--- config.mk ---
export PLATFORM = sky130hd
export DESIGN_NAME = mem_port_arbiter_flat
export DESIGN_NICKNAME = d
export VERILOG_FILES = /design/src/rtl/sisc_pkg.sv /design/src/rtl/mem_port_arbiter_if.sv /design/src/rtl/mem_arb_pick.sv /design/src/rtl/mem_port_arbiter.sv /design/src/flat_wrapper.sv
export SDC_FILE = /design/constraint.sdc
export NUM_CORES = 1
export LEC_CHECK = 0
export BUFFER_PORTS_ARGS = -buffer_cell sky130_fd_sc_hd__buf_2
export CAP_MARGIN = 20
export CORE_MARGIN = 1.5
export CORE_UTILIZATION = 38
export DETAILED_ROUTE_END_ITERATION = 16
export PLACE_DENSITY = 0.87
export REMOVE_ABC_BUFFERS = 1
export SYNTH_ARGS = -nofsm -noshare
export SYNTH_HDL_FRONTEND = slang
export SYNTH_SLANG_ARGS = --single-unit
--- constraint.sdc ---
create_clock -name clock -period 1.8 [get_ports clock]
set_input_delay 0.18 -clock clock [delete_from_list [all_inputs] [get_ports clock]]
set_output_delay 0.18 -clock clock [all_outputs]
set_load 0.02 [all_outputs]
--- src/rtl/sisc_pkg.sv ---
// Shared pipeline package: bus widths, arbiter state/owner encodings
// and the fetch-starvation burst counter update.
package sisc_pkg;

  localparam int ADDRSIZE = 12;
  localparam int WIDTH    = 32;

  typedef enum logic [1:0] {
    IDLE   = 2'd0,
    ACCESS = 2'd1,
    WAIT   = 2'd2,
    RESP   = 2'd3
  } arb_state_e;

  typedef enum logic {
    OWN_IF = 1'b0,
    OWN_D  = 1'b1
  } arb_owner_e;

  function automatic logic [3:0] burst_next(
    input logic [3:0] cnt,
    input logic [3:0] max,
    input logic       if_req,
    input logic       d_grant,
    input logic       if_grant
  );
    if (!if_req || if_grant) return 4'd0;
    if (d_grant && cnt != max) return cnt + 4'd1;
    return cnt;
  endfunction

endpackage

--- src/rtl/mem_port_arbiter_if.sv ---
// Fetch/data request channels and the single memory port they share.
// slave = arbiter view, master = pipeline/memory view.
interface mem_port_arbiter_if
  import sisc_pkg::*;
#(
  parameter int ADDRSIZE = sisc_pkg::ADDRSIZE,
  parameter int WIDTH    = sisc_pkg::WIDTH
);

  logic                if_req;
  logic [ADDRSIZE-1:0] if_addr;
  logic                if_flush;
  logic                if_gnt;
  logic                if_valid;
  logic [WIDTH-1:0]    if_rdata;

  logic                d_req;
  logic                d_we;
  logic [ADDRSIZE-1:0] d_addr;
  logic [WIDTH-1:0]    d_wdata;
  logic                d_gnt;
  logic                d_valid;
  logic [WIDTH-1:0]    d_rdata;

  logic                mem_en;
  logic                mem_we;
  logic [ADDRSIZE-1:0] mem_addr;
  logic [WIDTH-1:0]    mem_wdata;
  logic [WIDTH-1:0]    mem_rdata;

  logic                busy;

  modport slave (
    input  if_req, if_addr, if_flush,
    input  d_req, d_we, d_addr, d_wdata,
    input  mem_rdata,
    output if_gnt, if_valid, if_rdata,
    output d_gnt, d_valid, d_rdata,
    output mem_en, mem_we, mem_addr, mem_wdata,
    output busy
  );

  modport master (
    output if_req, if_addr, if_flush,
    output d_req, d_we, d_addr, d_wdata,
    output mem_rdata,
    input  if_gnt, if_valid, if_rdata,
    input  d_gnt, d_valid, d_rdata,
    input  mem_en, mem_we, mem_addr, mem_wdata,
    input  busy
  );

endinterface

--- src/rtl/mem_arb_pick.sv ---
// Fetch/data priority pick: data first unless fetch has waited
// through MAX_DBURST data grants; a flushing fetch never wins.
module mem_arb_pick
  import sisc_pkg::*;
#(
  parameter int MAX_DBURST = 4
) (
  input  logic       if_req,
  input  logic       d_req,
  input  logic       if_flush,
  input  logic [3:0] burst_cnt,
  output logic       pick_valid,
  output arb_owner_e pick_owner
);

  localparam logic [3:0] MAXB = 4'(MAX_DBURST);

  logic if_ok;
  logic if_prio;
  logic pick_d;
  logic pick_i;

  assign if_ok   = if_req && !if_flush;
  assign if_prio = if_ok && (burst_cnt == MAXB);
  assign pick_d  = d_req && !if_prio;
  assign pick_i  = if_ok && !pick_d;

  always_comb begin
    pick_valid = 1'b0;
    pick_owner = OWN_IF;
    unique case (1'b1)
      pick_d: begin
        pick_valid = 1'b1;
        pick_owner = OWN_D;
      end
      pick_i: begin
        pick_valid = 1'b1;
        pick_owner = OWN_IF;
      end
      default: ;
    endcase
  end

endmodule

--- src/rtl/mem_port_arbiter.sv ---
// Single-port memory arbiter between fetch and execute LD/STR:
// request/grant/valid handshake, wait states, burst guard, flush drop.
module mem_port_arbiter
  import sisc_pkg::*;
#(
  parameter int WAIT_STATES = 0,
  parameter int MAX_DBURST  = 4
) (
  input  logic                clock,
  input  logic                reset,
  mem_port_arbiter_if.slave   bus
);

  localparam logic [3:0] WS_LAST =
    4'(WAIT_STATES == 0 ? 0 : WAIT_STATES - 1);
  localparam logic [3:0] MAXB = 4'(MAX_DBURST);

  arb_state_e state, state_n;
  arb_owner_e owner, owner_n;
  arb_owner_e pick_owner;
  logic [3:0] wcnt, wcnt_n;
  logic [3:0] burst_cnt;
  logic       drop, drop_n;
  logic       accept;
  logic       arb_en;
  logic       pick_valid;

  // Requests only matter at arbitration edges; the owner's held
  // request is invisible while its access is in flight.
  assign arb_en = (state == IDLE) || (state == RESP);

  mem_arb_pick #(
    .MAX_DBURST (MAX_DBURST)
  ) u_pick (
    .if_req     (bus.if_req && arb_en),
    .d_req      (bus.d_req && arb_en),
    .if_flush   (bus.if_flush),
    .burst_cnt  (burst_cnt),
    .pick_valid (pick_valid),
    .pick_owner (pick_owner)
  );

  always_comb begin
    state_n = state;
    owner_n = owner;
    wcnt_n  = wcnt;
    drop_n  = drop;
    accept  = 1'b0;
    if (owner == OWN_IF && bus.if_flush && state != IDLE)
      drop_n = 1'b1;
    unique case (state)
      IDLE:
        if (pick_valid) accept = 1'b1;
      ACCESS:
        if (WAIT_STATES == 0) begin
          state_n = RESP;
        end else begin
          state_n = WAIT;
          wcnt_n  = WS_LAST;
        end
      WAIT:
        if (wcnt == 4'd0) state_n = RESP;
        else wcnt_n = wcnt - 4'd1;
      RESP:
        if (pick_valid) accept = 1'b1;
        else state_n = IDLE;
      default:
        state_n = IDLE;
    endcase
    if (accept) begin
      state_n = ACCESS;
      owner_n = pick_owner;
      drop_n  = 1'b0;
    end
  end

  always_ff @(posedge clock or posedge reset) begin
    if (reset) begin
      state         <= IDLE;
      owner         <= OWN_IF;
      wcnt          <= 4'd0;
      drop          <= 1'b0;
      burst_cnt     <= 4'd0;
      bus.if_gnt    <= 1'b0;
      bus.d_gnt     <= 1'b0;
      bus.if_valid  <= 1'b0;
      bus.d_valid   <= 1'b0;
      bus.mem_en    <= 1'b0;
      bus.mem_we    <= 1'b0;
      bus.mem_addr  <= '0;
      bus.mem_wdata <= '0;
      bus.busy      <= 1'b0;
    end else begin
      state        <= state_n;
      owner        <= owner_n;
      wcnt         <= wcnt_n;
      drop         <= drop_n;
      burst_cnt    <= burst_next(burst_cnt, MAXB, bus.if_req,
                                 accept && pick_owner == OWN_D,
                                 accept && pick_owner == OWN_IF);
      bus.if_gnt   <= accept && pick_owner == OWN_IF;
      bus.d_gnt    <= accept && pick_owner == OWN_D;
      bus.mem_en   <= accept;
      bus.mem_we   <= accept && pick_owner == OWN_D && bus.d_we;
      bus.if_valid <= state_n == RESP && owner_n == OWN_IF && !drop_n;
      bus.d_valid  <= state_n == RESP && owner_n == OWN_D;
      bus.busy     <= state_n != IDLE;
      if (accept) begin
        bus.mem_addr <= (pick_owner == OWN_D) ? bus.d_addr : bus.if_addr;
        if (pick_owner == OWN_D) bus.mem_wdata <= bus.d_wdata;
      end
    end
  end

  assign bus.if_rdata = bus.mem_rdata;
  assign bus.d_rdata  = bus.mem_rdata;

endmodule

--- src/flat_wrapper.sv ---
// flat-port wrapper written by rule: the top's interface ports become plain ports
module mem_port_arbiter_flat import sisc_pkg::*;
#(
  parameter int WAIT_STATES = 0,
  parameter int MAX_DBURST  = 4
)
  (clock, reset, bus_if_req, bus_if_addr, bus_if_flush, bus_d_req, bus_d_we, bus_d_addr, bus_d_wdata, bus_mem_rdata, bus_if_gnt, bus_if_valid, bus_if_rdata, bus_d_gnt, bus_d_valid, bus_d_rdata, bus_mem_en, bus_mem_we, bus_mem_addr, bus_mem_wdata, bus_busy);
  mem_port_arbiter_if bus_i ();
  input  logic clock;
  input  logic reset;
  input wire logic [$bits(bus_i.if_req)-1:0] bus_if_req;
  input wire logic [$bits(bus_i.if_addr)-1:0] bus_if_addr;
  input wire logic [$bits(bus_i.if_flush)-1:0] bus_if_flush;
  input wire logic [$bits(bus_i.d_req)-1:0] bus_d_req;
  input wire logic [$bits(bus_i.d_we)-1:0] bus_d_we;
  input wire logic [$bits(bus_i.d_addr)-1:0] bus_d_addr;
  input wire logic [$bits(bus_i.d_wdata)-1:0] bus_d_wdata;
  input wire logic [$bits(bus_i.mem_rdata)-1:0] bus_mem_rdata;
  output wire logic [$bits(bus_i.if_gnt)-1:0] bus_if_gnt;
  output wire logic [$bits(bus_i.if_valid)-1:0] bus_if_valid;
  output wire logic [$bits(bus_i.if_rdata)-1:0] bus_if_rdata;
  output wire logic [$bits(bus_i.d_gnt)-1:0] bus_d_gnt;
  output wire logic [$bits(bus_i.d_valid)-1:0] bus_d_valid;
  output wire logic [$bits(bus_i.d_rdata)-1:0] bus_d_rdata;
  output wire logic [$bits(bus_i.mem_en)-1:0] bus_mem_en;
  output wire logic [$bits(bus_i.mem_we)-1:0] bus_mem_we;
  output wire logic [$bits(bus_i.mem_addr)-1:0] bus_mem_addr;
  output wire logic [$bits(bus_i.mem_wdata)-1:0] bus_mem_wdata;
  output wire logic [$bits(bus_i.busy)-1:0] bus_busy;
  assign bus_i.if_req = bus_if_req;
  assign bus_i.if_addr = bus_if_addr;
  assign bus_i.if_flush = bus_if_flush;
  assign bus_i.d_req = bus_d_req;
  assign bus_i.d_we = bus_d_we;
  assign bus_i.d_addr = bus_d_addr;
  assign bus_i.d_wdata = bus_d_wdata;
  assign bus_i.mem_rdata = bus_mem_rdata;
  assign bus_if_gnt = bus_i.if_gnt;
  assign bus_if_valid = bus_i.if_valid;
  assign bus_if_rdata = bus_i.if_rdata;
  assign bus_d_gnt = bus_i.d_gnt;
  assign bus_d_valid = bus_i.d_valid;
  assign bus_d_rdata = bus_i.d_rdata;
  assign bus_mem_en = bus_i.mem_en;
  assign bus_mem_we = bus_i.mem_we;
  assign bus_mem_addr = bus_i.mem_addr;
  assign bus_mem_wdata = bus_i.mem_wdata;
  assign bus_busy = bus_i.busy;
  mem_port_arbiter #(.WAIT_STATES(WAIT_STATES), .MAX_DBURST(MAX_DBURST)) u_core (.clock(clock), .reset(reset), .bus(bus_i));
endmodule
# Word level (Yosys, flattened, before mapping)
# Cells that the tools add are included.
dict set report op_classes {
  n_mux 19
  n_eq_ne 6
  bitwise 4
  n_reduce_logical 31
  add_sub_neg 2
}
# cell count
set op_table {}
lappend op_table {{$mux 4} 4}
lappend op_table {{$logic_and 1x1->1} 15}
lappend op_table {{$mux 12} 1}
lappend op_table {{$mux 1} 10}
lappend op_table {{$eq 2x2->1 const B} 3}
lappend op_table {{$mux 2} 3}
lappend op_table {{$pmux 2 s3} 1}
lappend op_table {{$reduce_bool 2->1} 3}
lappend op_table {{$logic_not 1->1} 5}
lappend op_table {{$add 4x1->4 const B} 1}
lappend op_table {{$eq 4x3->1 const B} 1}
lappend op_table {{$logic_not 4->1} 1}
lappend op_table {{$ne 4x3->1 const B} 1}
lappend op_table {{$not 1->1} 4}
lappend op_table {{$reduce_and 2->1} 2}
lappend op_table {{$reduce_or 2->1} 2}
lappend op_table {{$sub 4x1->4 const B} 1}
lappend op_table {{$eq 2x1->1 const B} 1}
lappend op_table {{$logic_not 2->1} 1}
lappend op_table {{$logic_or 1x1->1} 2}
dict set report word_totals {
  word_cells 76
  reg_bits 63
  input_bits 94
  output_inout_bits 115
}

# Depth between registers and ports, before layout
# Gate-level depths: netlist of the first run.
dict set report depth {
  ltp_word 19
  depth_mapped 9
  ltp_nobuf 7
}

# By module
# Synthesis of the first run repeated with hierarchy kept, for this count alone.
dict set report unflattened {
  hier_cells 338
  hier_area_um2 3136.8
}
# module seq_area_each_um2 n_inst cells_each area_per_inst_um2
set modules_own_cells {}
lappend modules_own_cells {mem_port_arbiter 1576.5 1 334 3106.7}
lappend modules_own_cells {mem_arb_pick 0.0 1 4 30.0}

# Worst setup path after synthesis of the first run
# OpenSTA, ideal clock, no wires.
dict set report synth_path {
  path_type {flip-flop to flip-flop}
  startpoint {register u_core.state[0]}
  endpoint {register u_core.bus.mem_addr[8]}
  synth_period_minus_slack_ns 1.745
  required_time_ns 1.682
  path_buffers 1
  path_slack_ns 0.055
  arrival_ns 1.627
  setup_time_ns 0.118
  stages_incl_launch_ff 9
  cell_sequence {dfrtp_1 > inv_1 > ha_1 > and2b_1 > o21ai_4 > inv_2 > buf_2 > a22o_1 > a21o_1}
}
dict set report synth_between {
  elab_chain_len 13
  word_cells_on_any_way 18
  classes_between {eq/ne: 1; mux: 5; reduce/logical: 12}
}
# item line
set synth_rtl {}
lappend synth_rtl {{from (decl)} mem_port_arbiter.sv:18} ;# arb_state_e state, state_n;
lappend synth_rtl {{from (signal assigned)} mem_port_arbiter.sv:94} ;# state <= state_n;
lappend synth_rtl {{$eq 2x2->1 or $logic_not 2->1 (tied branches)} {mem_port_arbiter.sv:30, mem_port_arbiter.sv:51}}
lappend synth_rtl {{$logic_or 1x1->1} mem_port_arbiter.sv:30} ;# assign arb_en = (state == IDLE) || (state == RESP);
lappend synth_rtl {{$logic_and 1x1->1} mem_port_arbiter.sv:35} ;# .if_req (bus.if_req && arb_en),
lappend synth_rtl {{$logic_and 1x1->1} mem_arb_pick.sv:23} ;# assign if_ok = if_req && !if_flush;
lappend synth_rtl {{$logic_and 1x1->1} mem_arb_pick.sv:24} ;# assign if_prio = if_ok && (burst_cnt == MAXB);
lappend synth_rtl {{$logic_not 1->1} mem_arb_pick.sv:25} ;# assign pick_d = d_req && !if_prio;
lappend synth_rtl {{$logic_and 1x1->1} mem_arb_pick.sv:25}
lappend synth_rtl {{$logic_not 1->1} mem_arb_pick.sv:26} ;# assign pick_i = if_ok && !pick_d;
lappend synth_rtl {{$logic_and 1x1->1} mem_arb_pick.sv:26}
lappend synth_rtl {{$reduce_or 2->1 (no source line)} --}
lappend synth_rtl {{$mux 1} mem_arb_pick.sv:31} ;# unique case (1'b1)
lappend synth_rtl {{$mux 1} {mem_port_arbiter.sv:53, mem_port_arbiter.sv:65}}
lappend synth_rtl {{$mux 1} --}
lappend synth_rtl {{to (signal assigned)} mem_port_arbiter.sv:109} ;# bus.mem_addr <= (pick_owner == OWN_D) ? bus.d_addr : bus.if_addr;
lappend synth_rtl {{to (decl)} mem_port_arbiter_if.sv:39} ;# output mem_en, mem_we, mem_addr, mem_wdata,
# Several ways; a longest one is shown, not always the timed one.
# A chain may end at the register's enable or synchronous reset.

# Worst setup path in the final report of the first run
# Same ends and word-level chain as after synthesis.

==> flow_metrics.py, run 1 <==
metrics = {
    "global_routing": {
        "grt_pass1_vias": 2627,
        "grt_pass1_wl_mm": 14.4,
        "grt-ovfl-total": 0,
        "grt.total_usage": 0.227,
        "grt_antenna_before_repair": 0,
        "pin_count_of_the_biggest_net_entering_global_routing": 32,
    },
    "die": {
        "die_y_extent_um": 93.1,
        "starting_density": 0.396,
        "coreArea_um2": 7810,
        "standard_cell_row_count": 32,
        "die_x_um": 93.1,
        "design.die.area_um2": 8680,
        "top_level_ports": 209,
    },
    "placed_design": {
        "place.port_buffers": 112,
        "dp_slack_ns": -0.0199,
        "hpwlAfterDp_mm": 7.40,
        "gp_congestion": 0.764,
    },
    "clocking": {
        "cts.htree.levels": 3,
        "clk_transition_reported_paths_ns": 0.07,
        "clkSinkCount": 63,
        "clk_root_buffer_cell": "sky130_fd_sc_hd__clkbuf_8",
        "post_cts.repair.setup_buffers": 0,
        "clockBufferDepth": 2,
        "tritoncts_clock_tree": "done",
        "numCtsBuffers": 9,
        "insertion_delay_ns": 0.33,
    },
    "route": {
        "routed_wl_mm": 9.49,
        "detail-route-antenna-nets": 0,
        "via_count": 2514,
        "dr.first_iter.drc_count": 135,
        "detail_route.drc_violations": 0,
        "avgRoutedWirePerCell_um": 18.9,
        "detail_route.vias_per_cell": 5.01,
        "detail_route.first_pass.iterations": 4,
    },
    "setup_path": {
        "max_stage_delay_ns": 0.37,
        "r2r_start": "u_core.state[0]",
        "crit_chain": "inv_1 -> ha_4 -> and2b_1 -> o21ai_4 -> inv_4 -> a22o_1 -> a21o_1",
        "worstSetupEndpointType": "register",
        "worstSetupPathType": "register to register",
        "worstPathBufferInverterCount": 2,
        "critPathRequiredTime_ns": 2.03,
        "startpoint_type": "register",
        "top_family_by_delay_on_critical_path": "compound AO/OA/AOI/OAI gates",
        "crit_arrival_ns": 1.91,
        "timing.critical_path.from": "u_core.state[0]",
        "cp_max_fo": 7,
        "crit_path_top_delay_cell": "sky130_fd_sc_hd__dfrtp_1",
    },
    "finish": {
        "filler_cell_count": 767,
        "final_layout_size_suffix_gt1_frac": 0.353,
        "utilization": 0.450,
        "fin_nets": 497,
        "syn2layout_area_growth_pct": 13.9,
        "antenna-diode-count": 0,
    },
    "sta": {
        "finalWorstSetupSlack_ns": 0.114,
        "setup_repair_after_global_routing_missed_its_margin": "no",
        "final-setup-viol-count": 0,
        "maxSlewHeadroom": 0.736,
        "post-route-min-period_ns": 1.69,
        "layout_skew_ns": 0.00636,
        "fmax_mhz": 593,
        "worst_slew_pin_slew_ns": 0.390,
        "timing_hold_violations_final": 0,
        "period_share": 0.937,
        "totalNegativeSetupSlack_ns": 0,
        "timing.final.max_slew_violations": 0,
    },
    "power": {
        "total_leakage_power_nw": 1.94,
        "power_switching_mw": 2.94,
        "pwr_cell_area_nw_per_um2": 1900,
        "power_frac_seq": 0.355,
        "vdd_drop_max_v": 0.000893,
        "clock_power_share": 0.152,
        "internal_power_mw": 3.73,
        "combPwrFrac": 0.494,
        "power_switching_share": 0.441,
    },
    "run": {
        "cap_violations": 0,
    },
    "synth": {
        "post_synth_inst_count": 341,
        "synth_top_cell_area_share": 0.511,
        "synth.cell_area_um2": 3090,
        "post-synth-top-area-cell": "sky130_fd_sc_hd__dfrtp_1",
        "postSynthAreaPerCell_um2": 9.06,
        "synthSimpleGateAreaFrac": 0.197,
        "sequential_fraction_of_the_synthesis_area": 0.511,
        "synth.most_common_cell": "sky130_fd_sc_hd__nand2_1",
        "synth.top_cells.by_count": "sky130_fd_sc_hd__nand2_1 (113), sky130_fd_sc_hd__buf_4 (65), sky130_fd_sc_hd__dfrtp_1 (63), sky130_fd_sc_hd__nor2_1 (16), sky130_fd_sc_hd__a21oi_1 (11)",
        "post_synth_xor_area_fraction": 0.0113,
        "yosys_most_used_dff": "sky130_fd_sc_hd__dfrtp_1",
        "synth_async_sr_flop_share": 1.00,
        "dominant_combinational_cell_family_by_area_after_synthesis": "simple AND/OR/NAND/NOR gates",
        "netlist-cell-type-count": 31,
        "synthesized_area_fraction_occupied_by_adder_cells": 0.0203,
        "post_synth_main_area_contributors": "sky130_fd_sc_hd__dfrtp_1 (51%), sky130_fd_sc_hd__buf_4 (16%), sky130_fd_sc_hd__nand2_1 (14%), sky130_fd_sc_hd__ha_1 (2.0%), sky130_fd_sc_hd__nor2_1 (1.9%)",
        "fraction_of_synthesized_area_in_multiplexers": 0,
        "synthesized_area_fraction_occupied_by_ao_oa_aoi_and_oai_cells": 0.0750,
        "synth_seq_cells": 63,
        "synth-edff-count": 0,
        "ys_warn_count": 0,
    },
    "worst_hold_path": {
        "worst_hold_startpoint": "bus_d_wdata[1]",
        "hold_path_class": "primary input to register",
    },
    "outcome": {
        "run_status": "completed",
    },
}
[cell usage in the layout, fill, tap and decap left out, types with 2 or more instances in the layout]
master                       n
sky130_fd_sc_hd__nand2_1   113
sky130_fd_sc_hd__buf_2     112
sky130_fd_sc_hd__dfrtp_1    63
sky130_fd_sc_hd__nor2_1     16
sky130_fd_sc_hd__a21oi_1    11
sky130_fd_sc_hd__clkbuf_8   10
sky130_fd_sc_hd__a31oi_1     9
sky130_fd_sc_hd__inv_1       8
sky130_fd_sc_hd__a21o_1      5
sky130_fd_sc_hd__o21ai_0     4
sky130_fd_sc_hd__nand3_1     4
sky130_fd_sc_hd__ha_1        4
sky130_fd_sc_hd__buf_4       4
sky130_fd_sc_hd__nand2b_1    3
sky130_fd_sc_hd__a22o_1      3
sky130_fd_sc_hd__nor3_1      3
sky130_fd_sc_hd__xnor2_1     3
sky130_fd_sc_hd__clkinv_2    2
sky130_fd_sc_hd__buf_6       2
[state kept, by name, indices dropped and copies added (netlist names)]
name / cells
u_core.burst_cnt: 4
u_core.bus.busy: 1
u_core.bus.d_gnt: 1
u_core.bus.d_valid: 1
u_core.bus.if_gnt: 1
u_core.bus.if_valid: 1
u_core.bus.mem_addr: 12
u_core.bus.mem_en: 1
u_core.bus.mem_wdata: 32
u_core.bus.mem_we: 1
u_core.drop: 1
u_core.owner: 1
u_core.state: 2
u_core.wcnt: 4
[per-stage QoR]
stage | cells | area, um^2 | hold WS [ns] | power, mW
2_1_floorplan | 266 | 2560 | 0.285 | 4.34
3_3_place_gp | 488 | 3320 | 0.0489 | 5.45
3_5_place_dp | 488 | 3320 | 0.0510 | 5.59
4_1_cts | 502 | 3480 | 0.0186 | 6.64
5_1_grt | 502 | 3520 | 0.0233 | 7.19
6_report | 502 | 3520 | 0.0358 | 6.67
[repair_timing]
action                                  in CTS  in global routing
cloned                                       0                  0
endpoints found under the setup margin       5                 48
resized for setup                            1                  8
endpoints found under the hold margin       42                  0
hold buffers                                 1                  0
[metal layers]
| metal | up-vias | global-route usage | routed length, um |
|---|---|---|---|
| met5 | - | 0.128 | 0 |
| met1 | 1210 | 0.279 | 4110 |
| met2 | 169 | 0.289 | 3720 |
| met3 | 9 | 0.175 | 1560 |
| li1 | 1126 | - | - |
| met4 | 0 | 0.0745 | 103 |
[kinds of logic after synthesis]
kind of cell | Yosys count
buf+inv | 86
compound gates | 36
fa+ha+maj | 5
flops | 63
xor+xnor | 4
simple gates | 147
[worst paths after layout]
check                                            to  slack (ns)  cells after the start
setup / recovery             u_core.bus.mem_addr[8]        0.11                      7
hold / removal              u_core.bus.mem_wdata[1]        0.04                      3
setup reg to reg             u_core.bus.mem_addr[8]        0.11                      7
hold reg to reg            u_core.bus.mem_wdata[30]        0.48                      2
max in group asynchronous       u_core.burst_cnt[3]        0.98                      4
min in group asynchronous  u_core.bus.mem_wdata[18]        0.24                      3
[tightest hold or removal path: cells and delay by family]
family | cells | cell delay [ns]
simple gates | 2 | 0.08
buf+inv | 1 | 0.08
[cell type report]
cell class                      count  area (um^2)  area share
Sequential cell                    63         1580       0.448
Multi-Input combinational cell    192          955       0.272
Timing Repair Buffer              121          658       0.187
Clock buffer                       11          141      0.0402
Tap cell                          102          128      0.0363
Inverter                           11         47.5      0.0135
Clock inverter                      2         10.0     0.00285
[power by group through the flow]
stage	sequential (mW)	combinational [mW]	clock (mW)
after global routing	2.43	3.67	1.09
after detailed placement	2.36	3.23	0
final	2.37	3.29	1.01
after CTS	2.36	3.24	1.04
after global placement	2.36	3.09	0
after floorplan	3.01	1.33	0
Power figures use the tool's default switching activity.
==> run 2: changes to the inputs <==
Settings changed: CORE_UTILIZATION 38 to 25, PLACE_DENSITY 0.87 to 0.65.
==> flow_metrics.py, run 2 (synthesis results as in run 1) <==
metrics = {
    "outcome": {
        "run_status": "completed",
    },
    "setup_path": {
        "worstSetupEndpointType": "register",
        "startpoint_type": "register",
        "top_family_by_delay_on_critical_path": "compound AO/OA/AOI/OAI gates",
        "crit_path_top_delay_cell": "sky130_fd_sc_hd__dfrtp_1",
        "max_stage_delay_ns": 0.37,
        "crit_chain": "inv_1 -> ha_1 -> and2b_1 -> o21ai_4 -> inv_2 -> a22o_1 -> a21o_1",
        "worstSetupPathType": "register to register",
        "worstPathBufferInverterCount": 2,
        "critPathRequiredTime_ns": 2.02,
        "cp_max_fo": 7,
        "slack_of_the_worst_reg_to_reg_path_ns": 0.1,
        "crit_arrival_ns": 1.92,
    },
    "global_routing": {
        "grt_pass1_vias": 2499,
        "pin_count_of_the_biggest_net_entering_global_routing": 34,
        "grt-ovfl-total": 0,
        "grt_pass1_wl_mm": 14.4,
        "grt.total_usage": 0.151,
        "grt_antenna_before_repair": 0,
    },
    "sta": {
        "timing_hold_violations_final": 0,
        "final-setup-viol-count": 0,
        "post-route-min-period_ns": 1.70,
        "totalNegativeSetupSlack_ns": 0,
        "layout_skew_ns": 0.00806,
        "worst_slew_pin_slew_ns": 0.538,
        "maxSlewHeadroom": 0.641,
        "period_share": 0.947,
        "setup_repair_after_global_routing_missed_its_margin": "yes",
        "fin_worst_hold_slack_ns": 0.0440,
        "timing.final.max_slew_violations": 0,
        "fmax_mhz": 587,
    },
    "finish": {
        "syn2layout_area_growth_pct": 20.3,
        "antenna-diode-count": 0,
        "layout_top_registers": "u_core.bus.mem_wdata x32, u_core.bus.mem_addr x12",
        "fin_nets": 499,
        "multi_input_comb_area_um2": 942,
        "reg_area_um2": 1580,
        "largest_register_ffs": 32,
        "mostFrequentLayoutCells": "sky130_fd_sc_hd__nand2_1 (113), sky130_fd_sc_hd__buf_2 (112), sky130_fd_sc_hd__dfrtp_1 (63)",
        "utilization": 0.309,
        "final_common_cell": "sky130_fd_sc_hd__nand2_1",
        "filler_cell_count": 1272,
        "layout.cell_area.non_filler_um2": 3720,
        "largest-register": "u_core.bus.mem_wdata",
        "final_layout_size_suffix_gt1_frac": 0.358,
    },
    "die": {
        "standard_cell_row_count": 40,
        "top_level_ports": 209,
        "design.die.area_um2": 13000,
        "starting_density": 0.257,
        "die_x_um": 114,
        "die_y_extent_um": 114,
        "coreArea_um2": 12000,
    },
    "clocking": {
        "clk_root_buffer_cell": "sky130_fd_sc_hd__clkbuf_16",
        "cts.htree.levels": 3,
        "clkSinkCount": 63,
        "numCtsBuffers": 9,
        "clk_transition_reported_paths_ns": 0.06,
        "clockBufferDepth": 2,
        "post_cts.repair.setup_buffers": 0,
        "tritoncts_clock_tree": "done",
        "insertion_delay_ns": 0.33,
    },
    "route": {
        "detail_route.first_pass.iterations": 4,
        "routed_wl_mm": 9.48,
        "avgRoutedWirePerCell_um": 17.2,
        "detail_route.vias_per_cell": 4.49,
        "detail-route-antenna-nets": 0,
        "dr.first_iter.drc_count": 96,
        "detail_route.drc_violations": 0,
        "via_count": 2480,
    },
    "power": {
        "design_power_total_mw": 7.29,
        "pwr_cell_area_nw_per_um2": 1960,
        "total_leakage_power_nw": 2.01,
        "vdd_drop_max_v": 0.000763,
    },
    "placed_design": {
        "post_dp_cell_area_um2": 3390,
        "hpwlAfterDp_mm": 7.19,
        "gp_congestion": 0.762,
        "place.port_buffers": 112,
    },
    "worst_hold_path": {
        "hold_path_class": "primary input to register",
    },
    "run": {
        "cap_violations": 0,
    },
}
==> run 2: cell types whose count changed in the layout (fill, tap and decap cells not counted), moves of 2 or more <==
cell,delta
sky130_fd_sc_hd__buf_4,+3
sky130_fd_sc_hd__clkbuf_8,-10
sky130_fd_sc_hd__buf_6,-2
sky130_fd_sc_hd__clkbuf_16,+9
==> run 2: cell type report <==
class | instances | share of cell area
Clock buffer | 10 | 0.0616
Clock inverter | 6 | 0.0165
Inverter | 11 | 0.0121
Multi-Input combinational cell | 192 | 0.254
Sequential cell | 63 | 0.424
Tap cell | 147 | 0.0495
Timing Repair Buffer | 123 | 0.182
==> run 2: metrics by stage <==
| stage | worst slack [ns] | cells |
|---|---|---|
| 2_1_floorplan | -0.506 | 266 |
| 3_5_place_dp | 0.0486 | 535 |
| 3_3_place_gp | 0.0884 | 535 |
| 6_report | 0.0951 | 552 |
| 4_1_cts | 0.0423 | 552 |
| 5_1_grt | -0.00168 | 552 |
==> run 2: what timing repair did <==
action | 4_1_cts | 5_1_grt
resized for setup | 0 | 7
setup endpoints to repair | 0 | 39
hold buffers | 1 | 0
endpoints found under the hold margin | 22 | 0
==> run 2: per-layer routing <==
layer  vias to the layer above  GRT usage  share of wire
met1                      1141      0.188           0.44
met5                         -     0.0863         0.0064
met3                        17      0.116           0.16
met2                       185      0.186           0.38
li1                       1135          -              -
met4                         2     0.0533          0.014
==> run 2: where the power goes <==
group	switching, mW	total, mW	internal, mW
Combinational	2.07	3.25	1.17
Clock	0.622	1.69	1.07
Sequential	0.319	2.36	2.04
Total	3.01	7.29	4.28
==> run 2: worst paths after layout <==
check                                         from                  endpoint  cells past startpoint
setup / recovery                   u_core.state[0]    u_core.bus.mem_addr[9]                      7
hold / removal                     bus_d_wdata[15]  u_core.bus.mem_wdata[15]                      3
setup reg to reg                   u_core.state[0]    u_core.bus.mem_addr[9]                      7
hold reg to reg            u_core.bus.mem_wdata[6]   u_core.bus.mem_wdata[6]                      2
max in group asynchronous                    reset           u_core.bus.busy                      4
min in group asynchronous                    reset  u_core.bus.mem_wdata[12]                      3
==> run 2: worst min-delay path, stage by stage <==
cell                      delay [ns]
sky130_fd_sc_hd__buf_2          0.08
sky130_fd_sc_hd__nand2_1        0.04
sky130_fd_sc_hd__nand2_1        0.05
